==> src/rtl/t_ff_bank_arbiter.sv <==
// t_ff_bank_arbiter
//   A shared bank of WIDTH T flip-flops. NREQ requesters take turns toggling it,
//   and a round-robin arbiter picks who goes next. Every grant is a fixed
//   3-cycle transaction: IDLE (grant) -> TOGGLE (t_out = mask) -> ACK (ack pulse).
//
// Ports
//   clk       : clock; all state changes happen on its rising edge
//   rst       : asynchronous reset, active low
//   req       : per-requester toggle request (level, held until ack)
//   req_mask  : packed toggle masks; slice i is bits i*WIDTH +: WIDTH
//   ack       : one-hot, one-cycle completion pulse to the served requester
//   grant_id  : index of the requester being served (keeps its last value in IDLE)
//   busy      : high whenever the FSM is not in IDLE
//   t_out     : toggle-enable vector applied to the bank this cycle
//   q         : current state of the T flip-flop bank
module t_ff_bank_arbiter #(
  parameter int unsigned NREQ  = 4,
  parameter int unsigned WIDTH = 8
) (
  input  logic                     clk,
  input  logic                     rst,
  input  logic [NREQ-1:0]          req,
  input  logic [NREQ*WIDTH-1:0]    req_mask,
  output logic [NREQ-1:0]          ack,
  output logic [$clog2(NREQ)-1:0]  grant_id,
  output logic                     busy,
  output logic [WIDTH-1:0]         t_out,
  output logic [WIDTH-1:0]         q
);

  localparam int unsigned GW = $clog2(NREQ);

  typedef enum logic [1:0] {StIdle, StToggle, StAck} state_e;

  state_e          state_q, state_d;
  logic [WIDTH-1:0] q_q, q_d;
  logic [WIDTH-1:0] mask_q, mask_d;
  logic [GW-1:0]    grant_q, grant_d;
  logic [GW-1:0]    rr_q, rr_d;

  logic             found;
  logic [GW-1:0]    win;
  int unsigned      idx;

  // Round-robin search: first requester at or above rr_q, wrapping modulo NREQ.
  always_comb begin
    found = 1'b0;
    win   = '0;
    idx   = 0;
    for (int unsigned off = 0; off < NREQ; off++) begin
      idx = (32'(rr_q) + off) % NREQ;
      if (!found && req[GW'(idx)]) begin
        found = 1'b1;
        win   = GW'(idx);
      end
    end
  end

  always_comb begin
    state_d = state_q;
    q_d     = q_q;
    mask_d  = mask_q;
    grant_d = grant_q;
    rr_d    = rr_q;
    unique case (state_q)
      StIdle: begin
        if (found) begin
          // Snapshot the mask so later changes on req_mask cannot affect this transaction.
          grant_d = win;
          mask_d  = req_mask[32'(win)*WIDTH +: WIDTH];
          state_d = StToggle;
        end
      end
      StToggle: begin
        q_d     = q_q ^ mask_q;
        state_d = StAck;
      end
      StAck: begin
        rr_d    = GW'((32'(grant_q) + 1) % NREQ);
        state_d = StIdle;
      end
      default: state_d = StIdle;
    endcase
  end

  always_ff @(posedge clk or negedge rst) begin
    if (!rst) begin
      state_q <= StIdle;
      q_q     <= '0;
      mask_q  <= '0;
      grant_q <= '0;
      rr_q    <= '0;
    end else begin
      state_q <= state_d;
      q_q     <= q_d;
      mask_q  <= mask_d;
      grant_q <= grant_d;
      rr_q    <= rr_d;
    end
  end

  // Outputs are decoded from registered state only, so reset clears them at once.
  always_comb begin
    t_out    = (state_q == StToggle) ? mask_q : '0;
    ack      = (state_q == StAck) ? (NREQ'(1) << grant_q) : '0;
    busy     = (state_q != StIdle);
    grant_id = grant_q;
    q        = q_q;
  end

endmodule

==> config.mk <==
export PLATFORM = sky130hd
export DESIGN_NAME = t_ff_bank_arbiter
export DESIGN_NICKNAME = d
export VERILOG_FILES = /design/src/rtl/t_ff_bank_arbiter.sv
export SDC_FILE = /design/constraint.sdc
export NUM_CORES = 1
export LEC_CHECK = 0
export BUFFER_PORTS_ARGS = -buffer_cell sky130_fd_sc_hd__buf_2
export CAP_MARGIN = 20
export CORE_MARGIN = 2
export CORE_UTILIZATION = 48
export DETAILED_ROUTE_END_ITERATION = 10
export PLACE_DENSITY = 0.82
export SLEW_MARGIN = 30
export SYNTH_ARGS = -nofsm -noshare
export SYNTH_HDL_FRONTEND = slang
export SYNTH_SLANG_ARGS = --single-unit
==> constraint.sdc <==
create_clock -name clk -period 2.3 [get_ports clk]
set_input_delay 0.23 -clock clk [delete_from_list [all_inputs] [get_ports clk]]
set_output_delay 0.23 -clock clk [all_outputs]
set_load 0.02 [all_outputs]
-- Word-level counts from Yosys, hierarchy flattened
Cells that the tools add are included.
W data, S select, Z words.
- output and inout port bits: 23
- register bits after elaboration: 22
- bits of input ports: 38
- bitwise logic cells: 1
- reduce and logical (&&, ||, !) cells: 9
- eq/ne operators: 3
- magnitude comparators: 4
- mux-type cells: 20
- shifts and indexed selects: 2
- add/sub/neg operators: 4
- operators by type and width (kind ; number):
    $shiftx A32 B6 Y8 ; 1
    $lt A2 B3 Y1 const B ; 4
    $mux W2 ; 5
    $bmux W1 S2 ; 4
    $mux W1 ; 8
    $mux W8 ; 1
    $xor A8 B8 Y8 ; 1
    $add A2 B1 Y2 const B ; 2
    $add A2 B2 Y2 const B ; 2
    $mux W4 ; 1
    $pmux W2 S2 ; 1
    $shl A1 B2 Y4 const A ; 1
    $logic_and A1 B1 Y1 ; 3
    $logic_not A1 Y1 ; 3
    $eq A2 B1 Y1 const B ; 1
    $eq A2 B2 Y1 const B ; 1
    $logic_not A2 Y1 ; 1
    $ne A2 B2 Y1 const B ; 1
    $reduce_and A2 Y1 ; 1
    $reduce_bool A2 Y1 ; 1

-- Longest topological paths before layout
- depth in word-level cells: 14
- depth in mapped cells: 6

-- Worst setup path after synthesis
Ideal clock, no wire load.
- path kind: flip-flop to flip-flop
- start point: reg state_q[1]
- end point: reg mask_q[0]
- path buffers: 1
- period minus slack after synthesis: 1.611 ns
- cell stages (with the launch flop): 6
- arrival: 1.520 ns
- setup slack: 0.689 ns
- path through: dfrtp_1 or2_1 a21o_1 or3_1 buf_6 o221ai_1
- word-level cells in the longest chain between the ends: 2
- ends and longest elaborated chain (item ; RTL line ; RTL):
    from (decl) ; 35 ; state_e state_q, state_d;
    from (signal assigned) ; 88 ; state_q <= StIdle;
    from (signal assigned) ; 94 ; state_q <= state_d;
    $logic_not A2 Y1 ; 65 ; unique case (state_q)
    $reduce_and A2 Y1 (no source line) ; -- ;
    to (signal assigned) ; 96 ; mask_q <= mask_d;
    to (decl) ; 37 ; logic [WIDTH-1:0] mask_q, mask_d;
No other way between the ends.
A chain may end at the register's enable or synchronous reset.

-- Worst setup path in the final report
Ends and elaborated chain as after synthesis.

==> results.ini <==
[run_status]
status = completed

[clock_tree]
cts_tree = done
clk_pin_slew_ns = 0.12
clock-sinks = 22
hold_buffers = 1
cts_root_buf = clkbuf_4
insertion_delay_ns = 0.32
cts-htree-levels = 1
cts_resized = 0
cts_buffer_depth = 2
postCtsSetupBuffers = 0
numCtsBuffers = 3

[place]
dpl.hpwl_microns = 2156
gp_congestion = 0.7215
placedCellCount = 195
placed_cell_area_sq_um = 1513
port_buffers = 60

[power]
pwr-share-seq = 0.367
power_frac_comb = 0.543
ir_drop_uv = 792.9
swShare = 0.4512
p_leak_nw = 0.8507
power_frac_clock = 0.090
powerDensity_nw_per_um2 = 1293
p_int_mw = 1.096
power_switching_uw = 901.3

[hold_path]
holdPathEnd = mask_q[7]
hp-start = req_mask[31]
hp-class = primary input to register
holdPathStages = 3

[global_route]
grt_pass1_wl_microns = 3939
grt_max_degree = 23
grt_pass1_vias = 945
grt_overflow = 0
track_usage = 0.1934
grt_antenna_before_repair = 0

[setup_path]
crit_path_start_kind = register
cp_top_family = simple AND/OR/NAND/NOR gates
critPathMaxFanout = 12
timing.critical_path.buf_inv = 0
crit_slowest_cell = or3_1
max_stage_delay_ns = 0.52
worstReg2RegEnd = mask_q[0]
r2r-start = state_q[1]
worst_setup_path_end_kind = register
worstPathArrival_ns = 2.02
worstPathRequired_ns = 2.53
ff2ff_setup_slack_ns = 0.51
crit_chain = or2_1, a21o_1, or3_1, o221ai_1
crit_type = register to register
reg2reg_depth = 4

[final_layout]
areaGrowthSynthToFinish_pct = 28.24
instances_no_fill = 199
finalNetCount = 213
drive_above_1_share = 0.3905
stdcell_area_sq_um = 1545
fill_cells = 206
diodes = 0
fin_util = 0.6353

[logic_synthesis]
netlist_instances = 109
synth-seq-cells = 22
yosysTopAreaCell = dfrtp_1
synth.distinct_cells = 25
syn-cell-area_sq_um = 1205
synth_fp_nets = 151
synth-edff-count = 0
syn_area_per_cell_sq_um = 11.05
post-synth-top-count-cell = dfrtp_1
ys_top_cells_by_count = dfrtp_1 (22), mux2i_1 (17), and2_1 (12), nand2_1 (9)
synthTopCellsByArea = dfrtp_1 (46%), mux2i_1 (14%), and2_1 (6.2%)
yosys_warnings = 0
ys_async_sr_fraction = 1.000
netlist.area_leader.share = 0.4569
synth_seq_area_share = 0.4569
ys.flop_type = dfrtp_1

[detailed_routing]
vias = 1042
ant_nets = 0
wirelength_microns = 2701
drcViolationCount = 0
drt_pass1_iterations = 4
routedWlPerCell_microns = 13.57
drt-initial-drc-count = 17
vias_per_cell = 5.236

[timing]
fin_tns_setup_ns = 0
relSlewSlack = 0.6518
fmax_mhz = 557.8
finClkSkew_ns = 0.004956
finalCritPeriodShare = 0.7794
rsz0062_at_grt = no
worst_pin_slew_ns = 0.5188
setup_viol = 0
final_hold_viol_count = 0
slew_viol_final = 0
finalCriticalPeriod_ns = 1.793

[floorplanning]
io_pins = 61
row_count = 18
die_h_microns = 54.10
start_util = 0.4954
die_w_microns = 54.10
die_area_sq_um = 2927
core_area_sq_um = 2432

[job]
drv_cap = 0

## tightest hold or removal path: stages
cell,delay (ns)
buf_2,0.07
mux2i_1,0.05
o221ai_1,0.16
## layout make-up
cell class | instances | area, sq um | share of cell area
well taps | 30 | 37.54 | 0.02429
multi-input cells | 80 | 613.1 | 0.3968
flip-flops and latches | 22 | 550.5 | 0.3563
clock buffers | 3 | 22.52 | 0.01457
repair buffers | 61 | 310.3 | 0.2008
inverters | 3 | 11.26 | 0.007287
## stage by stage
stage | hold WS [ns] | power (mW) | setup WS, ns
final | 0.2305 | 1.997 | 0.5073
after global placement | 0.2113 | 1.773 | 0.6120
after detailed placement | 0.2209 | 1.833 | 0.5260
after CTS | 0.2335 | 2.011 | 0.4915
after floorplan | -0.06559 | 1.518 | 0.6892
after global routing | 0.2326 | 2.165 | 0.3711
## how the worst max path moves through the flow
stage,startpoint,end,depth (start not counted)
after global placement,state_q[1],mask_q[0],4
after global routing,state_q[1],mask_q[0],4
after detailed placement,state_q[1],mask_q[0],4
final,state_q[1],mask_q[0],4
after CTS,state_q[1],mask_q[0],4
after floorplan,state_q[1],mask_q[0],5
## registers in the layout (all words and copies together) (netlist names)
name and flops:
state_q 2, mask_q 8, rr_q 2, grant_id 2, q 8
## power groups by stage
stage / sequential [mW] / clock (mW) / combinational [mW]
4_1_cts: 0.734 / 0.182 / 1.10
2_1_floorplan: 0.822 / 0 / 0.695
5_1_grt: 0.763 / 0.202 / 1.20
3_3_place_gp: 0.728 / 0 / 1.05
3_5_place_dp: 0.742 / 0 / 1.09
6_report: 0.733 / 0.180 / 1.08
## cell usage in the layout, fill, tap and decap left out, types with 2 or more instances in the layout
| master | count |
|---|---|
| o221ai_1 | 8 |
| nor2_1 | 4 |
| mux2i_1 | 17 |
| clkbuf_4 | 3 |
| buf_2 | 60 |
| a21oi_1 | 2 |
| xor2_1 | 8 |
| ha_1 | 4 |
| a21o_1 | 2 |
| nor2b_1 | 2 |
| and2_1 | 12 |
| nand2_1 | 9 |
| inv_1 | 3 |
| dfrtp_1 | 22 |
| nand2b_1 | 2 |
## metal layers
metal  GRT usage  share of wire  wire, microns  vias to the layer above
li1            -              -              -                      505
met1      0.2322           0.41           1100                      495
met2      0.3272           0.52           1409                       35
met3     0.04167          0.046            123                        7
met4     0.09167          0.025             68                        0
met5           0              0              0                        -
## logic make-up (layout without fill, tap and decap cells)
kind of cell / count (synthesis) / count (layout) / share of synthesized area
compound gates: 17 / 17 / 0.1132
xor+xnor: 8 / 8 / 0.05815
fa+ha+maj: 4 / 4 / 0.04154
mux: 18 / 18 / 0.1506
simple gates: 33 / 33 / 0.1454
flops: 22 / 22 / 0.4569
buf+inv: 7 / 67 / 0.03427
Power figures use the tool's default switching activity.
